===== src/rtl/fwd_operand_mux.sv =====
// Registered operand forwarder for the ID/EX boundary: per-operand priority select
// (EX > MEM > [WB] > regfile) plus a saturating forward-hit counter. Optional WB source: FWD_WB_EN.

module fwd_operand_sel #(
    parameter int DATA_W   = 64,
    parameter int ADDR_W   = 5,
    parameter int ZERO_REG = 31
) (
    input  logic [ADDR_W-1:0] src,
    input  logic [DATA_W-1:0] rf_data,
    input  logic              ex_regwrite,
    input  logic [ADDR_W-1:0] ex_rd,
    input  logic [DATA_W-1:0] ex_result,
    input  logic              mem_regwrite,
    input  logic [ADDR_W-1:0] mem_rd,
    input  logic [DATA_W-1:0] mem_result,
    input  logic              wb_regwrite,
    input  logic [ADDR_W-1:0] wb_rd,
    input  logic [DATA_W-1:0] wb_result,
    output logic [DATA_W-1:0] val,
    output logic [1:0]        code
);
`ifndef FWD_WB_EN
    logic wb_unused;
    assign wb_unused = ^{wb_regwrite, wb_rd, wb_result};
`endif

    always_comb begin
        val  = rf_data;
        code = 2'd0;
        // XZR always reads as zero, even if a producer claims to write it
        if (src == ADDR_W'(ZERO_REG)) begin
            val = '0;
        end else if (ex_regwrite && ex_rd == src) begin
            val  = ex_result;
            code = 2'd2;
        end else if (mem_regwrite && mem_rd == src) begin
            val  = mem_result;
            code = 2'd1;
        end
`ifdef FWD_WB_EN
        else if (wb_regwrite && wb_rd == src) begin
            val  = wb_result;
            code = 2'd3;
        end
`endif
    end
endmodule

module fwd_operand_mux #(
    parameter int DATA_W   = 64,
    parameter int ADDR_W   = 5,
    parameter int ZERO_REG = 31,
    parameter int CNT_W    = 16
) (
    input  logic              clk,
    input  logic              reset,
    input  logic              id_valid,
    input  logic [ADDR_W-1:0] id_rn,
    input  logic [ADDR_W-1:0] id_rm,
    input  logic [DATA_W-1:0] id_rn_data,
    input  logic [DATA_W-1:0] id_rm_data,
    input  logic              ex_regwrite,
    input  logic [ADDR_W-1:0] ex_rd,
    input  logic [DATA_W-1:0] ex_result,
    input  logic              mem_regwrite,
    input  logic [ADDR_W-1:0] mem_rd,
    input  logic [DATA_W-1:0] mem_result,
    input  logic              wb_regwrite,
    input  logic [ADDR_W-1:0] wb_rd,
    input  logic [DATA_W-1:0] wb_result,
    input  logic              stall,
    input  logic              flush,
    input  logic              cnt_clr,
    output logic              ex_valid,
    output logic [DATA_W-1:0] ex_opa,
    output logic [DATA_W-1:0] ex_opb,
    output logic [1:0]        ex_sel_a,
    output logic [1:0]        ex_sel_b,
    output logic [CNT_W-1:0]  fwd_hit_cnt
);
    // lane 0 = Rn (operand A), lane 1 = Rm (operand B)
    logic [1:0][ADDR_W-1:0] src;
    logic [1:0][DATA_W-1:0] rf_data;
    logic [1:0][DATA_W-1:0] val;
    logic [1:0][1:0]        code;

    assign src     = {id_rm, id_rn};
    assign rf_data = {id_rm_data, id_rn_data};

    for (genvar i = 0; i < 2; i++) begin : g_op
        fwd_operand_sel #(.DATA_W(DATA_W), .ADDR_W(ADDR_W), .ZERO_REG(ZERO_REG)) u_sel (
            .src(src[i]), .rf_data(rf_data[i]),
            .ex_regwrite(ex_regwrite), .ex_rd(ex_rd), .ex_result(ex_result),
            .mem_regwrite(mem_regwrite), .mem_rd(mem_rd), .mem_result(mem_result),
            .wb_regwrite(wb_regwrite), .wb_rd(wb_rd), .wb_result(wb_result),
            .val(val[i]), .code(code[i])
        );
    end

    logic             cap;
    logic [1:0]       hits;
    logic [CNT_W:0]   cnt_sum;
    logic [CNT_W-1:0] cnt_next;

    assign cap      = id_valid & ~stall & ~flush;
    assign hits     = {1'b0, code[0] != 2'd0} + {1'b0, code[1] != 2'd0};
    // one extra bit catches overflow so a +2 from max-1 clamps instead of wrapping
    assign cnt_sum  = {1'b0, fwd_hit_cnt} + {{(CNT_W-1){1'b0}}, hits};
    assign cnt_next = cnt_sum[CNT_W] ? '1 : cnt_sum[CNT_W-1:0];

    always_ff @(posedge clk or posedge reset) begin
        if (reset) begin
            ex_valid    <= 1'b0;
            ex_opa      <= '0;
            ex_opb      <= '0;
            ex_sel_a    <= 2'd0;
            ex_sel_b    <= 2'd0;
            fwd_hit_cnt <= '0;
        end else begin
            ex_valid <= cap;
            if (cap) begin
                ex_opa   <= val[0];
                ex_opb   <= val[1];
                ex_sel_a <= code[0];
                ex_sel_b <= code[1];
            end else begin
                ex_sel_a <= 2'd0;
                ex_sel_b <= 2'd0;
            end
            if (cnt_clr)
                fwd_hit_cnt <= '0;
            else if (cap)
                fwd_hit_cnt <= cnt_next;
        end
    end
endmodule


===== config.mk =====
export PLATFORM = sky130hd
export DESIGN_NAME = fwd_operand_mux
export DESIGN_NICKNAME = d
export VERILOG_FILES = /design/src/rtl/fwd_operand_mux.sv
export SDC_FILE = /design/constraint.sdc
export NUM_CORES = 1
export LEC_CHECK = 0
export ABC_CLOCK_PERIOD_IN_PS = 5160
export CORE_AREA = 2 2 196 198
export DETAILED_ROUTE_END_ITERATION = 10
export DIE_AREA = 0 0 198 200
export GPL_TIMING_DRIVEN = 0
export MAX_ROUTING_LAYER = met4
export PLACE_DENSITY_LB_ADDON = 0.12
export SLEW_MARGIN = 25
export SYNTH_ARGS = -nofsm -noshare
export SYNTH_HDL_FRONTEND = slang
export SYNTH_SLANG_ARGS = --single-unit

===== constraint.sdc =====
create_clock -name clk -period 5.16 [get_ports clk]
set_clock_uncertainty 0.05 [all_clocks]
set_input_delay 0.774 -clock clk [delete_from_list [all_inputs] [get_ports clk]]
set_output_delay 0.774 -clock clk [all_outputs]
set_load 0.1 [all_outputs]

* Word level (Yosys, flattened, before mapping)
Cells that the tools add are included.
Storage, ports and cells: flip-flop bits (word level) 149, input port bits 354, logic and storage cells 42
Cells by class: $add $sub $neg 2, equality and inequality tests 6, multiplexer cells 17, bitwise gates (word level) 4, reductions and logical operators 7
Operators with widths (count):
- 64-bit 2-to-1 mux | 6
- 16-bit 2-to-1 mux | 3
- 5-bit == test | 4
- 16-bit by 2-bit adder with 17-bit output | 1
- 2-bit 2-to-1 mux | 6
- 5-bit == test (second input constant) | 2
- 2-bit nonzero test | 3
- 1-bit logical AND | 4
- 1-bit by 1-bit adder with 2-bit output | 1
- 1-bit AND | 2
- 1-bit 2-to-1 mux | 2
- 1-bit inverter | 2

* Logic depth before layout (Yosys ltp)
word-level depth 11, mapped depth 16, gate-level depth less buffers 13

* Cells and area by module
From an unflattened synthesis, not the netlist that was laid out.
Second synthesis, totals: cell total of the unflattened synthesis 1777, area total of the unflattened synthesis 11950.2 sq um
By module, submodules not included:
- fwd_operand_sel | instances 2, cells an instance 560, area each 3036.7 sq um, sequential area each 0.0 sq um
- fwd_operand_mux | instances 1, cells an instance 657, area each 5876.9 sq um, sequential area each 3728.6 sq um

* Worst setup path before layout
No wires, ideal clock.
kind input-to-reg, start input port id_rn[0], end register fwd_hit_cnt[7], library setup time 0.100 ns, data arrival time 3.536 ns, required time 5.010 ns, slack 1.475 ns, stages on the path 16, buffers on the path 3, cell sequence xor2_1 -> nor3_1 -> nand3_1 -> buf_2 -> buf_1 -> nand2_1 -> nand2_1 -> fa_1 -> inv_1 -> ha_1 -> nand4_2 -> or4_4 -> buf_6 -> o21ai_0 -> a21oi_1 -> a311oi_1
Between the ends: word-level cells in the longest chain between the ends 11
RTL lines:
- start, declared | line 59 | input logic [ADDR_W-1:0] id_rn,
- 5-bit == test | line 37 | end else if (mem_regwrite && mem_rd == src) begin
- 1-bit logical AND | line 37
- 1-bit 2-to-1 mux | line 37
- 2-bit 2-to-1 mux | line 34 | end else if (ex_regwrite && ex_rd == src) begin
- 2-bit 2-to-1 mux * | line 32 | if (src == ADDR_W'(ZERO_REG)) begin
- 2-bit nonzero test * | line 107 | assign hits = {1'b0, code[0] != 2'd0} + {1'b0, code[1] != 2'd0};
- 1-bit by 1-bit adder with 2-bit output * | line 107
- 16-bit by 2-bit adder with 17-bit output * | line 109 | assign cnt_sum = {1'b0, fwd_hit_cnt} + {{(CNT_W-1){1'b0}}, hits};
- 16-bit 2-to-1 mux * | line 110 | assign cnt_next = cnt_sum[CNT_W] ? '1 : cnt_sum[CNT_W-1:0];
- 16-bit 2-to-1 mux * | line 133 | else if (cap)
- 16-bit 2-to-1 mux * | line 131 | if (cnt_clr)
- end signal, assigned | line 134 | fwd_hit_cnt <= cnt_next;
- end, declared | line 80 | output logic [CNT_W-1:0] fwd_hit_cnt
Every way passes the cells marked *; elsewhere a longest branch is shown, timed or not. The select of a mux whose other input is x is not followed. A chain may end at the register's enable or synchronous reset.

* Worst setup path after layout
start input port id_rn[4], end register fwd_hit_cnt[5]
Same word-level chain as after synthesis.

==> run metrics <==
status finished clean; total track usage 0.238; R2R Setup Slk 2470 ps; Mapped Nets 1314; clk_lat worst skew about 450 ps; Buf+Inv Stages, Crit Path 4; WL final 46.2 mm; multi-input logic area 4160 um^2; global-route wire length before repair 66.7 mm; post-route ant nets 0; Worst Hold End ex_opb[21]$_DFFE_PP0P_; Initial Utilization 0.221; reg-to-reg critical path endpoint fwd_hit_cnt[5]$_DFFE_PP0P_; wl on met1 19.3 mm; Mapped Cells 958; Post-synth EDFFs 0; largest family of logic cells by synthesized area compound AO/OA/AOI/OAI gates; Main synth FF type dfrtp_1; Final period util 0.906; Layout area overhead 68.4%; initial antenna violation count 4; H-Tree Depth 4; post-DP HPWL 34.2 mm; worst path arrival time 4960 ps; syn avg cell area approximately 8.6 um^2; clk buf depth 2; DR iter-0 viols 399; final core utilization 0.372; top-area cell type share of the netlist area 0.451; Slew HR 0.278; Ports 503; critical-path cell list clkdlybuf4s50_1 -> xor2_1 -> nor3_1 -> nand3_1 -> buf_2 -> buf_1 -> nand2_1 -> nand2_1 -> fa_1 -> inv_1 -> ha_1 -> nand4_2 -> nor4_2 -> nor2_1 -> a311oi_1; first drt pass iteration count 5; Crit. Startpoint id_rn[4]; Hold WC Path Type flop to flop; Die W 198 um; WHS Path Cells 2; Pleak approximately 5.3 nW; Worst VDD drop 0.234 mV; fraction of the mapped netlist area in simple logic gates 0.160; CP startpoint kind input pin; unrepaired setup endpoints after global routing no; max cap viols 0; full die area 39600 um^2; WL met2 around 22 mm; via count 9643; PortBufs 431; largest delay contributor family on the critical path simple AND/OR/NAND/NOR gates; # resized after CTS 0; largest net degree at the start of global routing between 80 and 90; Cells after DPL 1901; post-CTS repair timing setup buffer count 0; CTS root buf clkbuf_16; Synth Area in XOR/XNOR 0.0212; Die Y roughly 200 um; Synth cell types 40; register area share after synthesis 0.451; leading cell types in the layout, fill and taps excluded 430 x clkdlybuf4s50_1, 150 x o21ai_0, 149 x dfrtp_1; Mapped Area slightly above 8000 um^2; Most Frequent Cell on Critical Path nand2_1; layout cells sized above 1 0.0394; yosys warns 0; Core Box Area 37400 um^2; CP max-delay cell clkdlybuf4s50_1; fin cells 1938; Worst R2R Path Depth 8; cts-stage hold buffer count 0; grt ovf 0; fillers 3896; Final #Nets approximately 1800; compound-gate portion of the synthesized area 0.311; post-synth top area cell dfrtp_1; top sig layer met4; TritonCTS clock tree done; Tightest Pin Transition 1080 ps; CP required 5450 ps; Worst R2R Start fwd_hit_cnt[0]$_DFFE_PP0P_; Placer Congestion between 0.8 and 0.9; clock sinks 149; asr flop ratio synth 1.00; Slew Limit Fails 0; slowest stage delay, CP 520 ps; WL met3 3.56 mm; Setup violations, final 0; synth top area cells dfrtp_1 45%, a221oi_1 14%, o21ai_0 9.1%, o21ai_1 6.7%, nand2_1 6.5%; register area 3730 um^2; Setup crit end kind flop; WL/cell roughly 24 um; post-synthesis mux area share 0.00484; site row count 71; Hold Vio Cnt, Final 0; number of CTS-inserted buffers 17; min Tclk post-route 4670 ps; fmax about 0.21 GHz; vias in the first global route 10100; critical path class input pin to flop; DRC 0; crit path max fanout 10; Yosys reg bits 149; hold wc startpoint ex_opb[21]$_DFFE_PP0P_; adder-cell share of the synthesized area 0.00393; commonest non-fill, non-tap cell in the layout clkdlybuf4s50_1; drt via density 4.98; Power Density around 380 nW/um^2; Worst-path clk slew 60 ps
## logic make-up after synthesis
logic type / count (synthesis)
flops: 149
fa+ha+maj: 2
xor+xnor: 20
simple gates: 276
mux: 4
buf+inv: 98
compound gates: 409
## Yosys cell counts (all sizes together), types with 4 or more instances
cell	n
inv	4
nand2	143
and2	66
buf	15
a221oi	128
nand3	8
a211oi	5
xnor2	10
nor3	9
mux2i	4
and3	8
a311oi	5
dfrtp	149
o21ai	261
nand4	9
xor2	10
nor2	25
a21oi	6
clkbuf	78
## where the power goes
part           leakage (nW)  switching (mW)  internal [mW]
Sequential             1.89           0.103           1.34
Clock                 0.316           0.554          0.888
Combinational          3.12            1.73          0.621
## sequential cells by signal, summed over array words and instances, names as in the netlist
signal       cells
ex_opa          64
ex_opb          64
fwd_hit_cnt     16
ex_sel_a         2
ex_sel_b         2
ex_valid         1
## worst max path at each step
stage / cells past startpoint / slack (ps) / end
floorplan: 1 / 330 / ex_opa[0]$_DFFE_PP0P_
global placement: 2 / -2710 / ex_opa[31]$_DFFE_PP0P_
detailed placement: 16 / -30 / fwd_hit_cnt[15]$_DFFE_PP0P_
CTS: 15 / 440 / fwd_hit_cnt[5]$_DFFE_PP0P_
global route: 15 / 80 / fwd_hit_cnt[15]$_DFFE_PP0P_
finish: 15 / 490 / fwd_hit_cnt[5]$_DFFE_PP0P_
## through the flow
stage          instance area, um^2  worst slack (ps)  power, mW  hold slack [ps]  setup TNS (ps)
2_1_floorplan                 8270               328       3.04              912               0
6_report                     13900               487       5.24              429               0
4_1_cts                      13900               440       5.28              437               0
5_1_grt                      13900              77.0       5.43              461               0
3_5_place_dp                 13300             -33.8       3.82              423            -110
3_3_place_gp                 13200             -2710       3.82              415         -398840
## tightest hold or removal path: stages (launching register included)
cell	delay (ps)
dfrtp_1	340
nand2_1	50
o21ai_0	60
## metal layers
metal	up-vias	global-route usage
li1	4482	-
met1	4717	0.285
met2	397	0.392
met3	47	0.0665
met4	0	0.0702
met5	-	-
## final cells by class
cell class / instances / share of cell area
repair buffers: 432 / 0.311
multi-input cells: 711 / 0.298
flip-flops and latches: 149 / 0.268
well taps: 511 / 0.0459
clock buffers: 25 / 0.0370
plain buffers: 94 / 0.0273
clock inverters: 7 / 0.0101
inverters: 4 / 0.00162
diodes: 5 / 0.000898
Note: power is estimated with default switching activity, not from simulation.
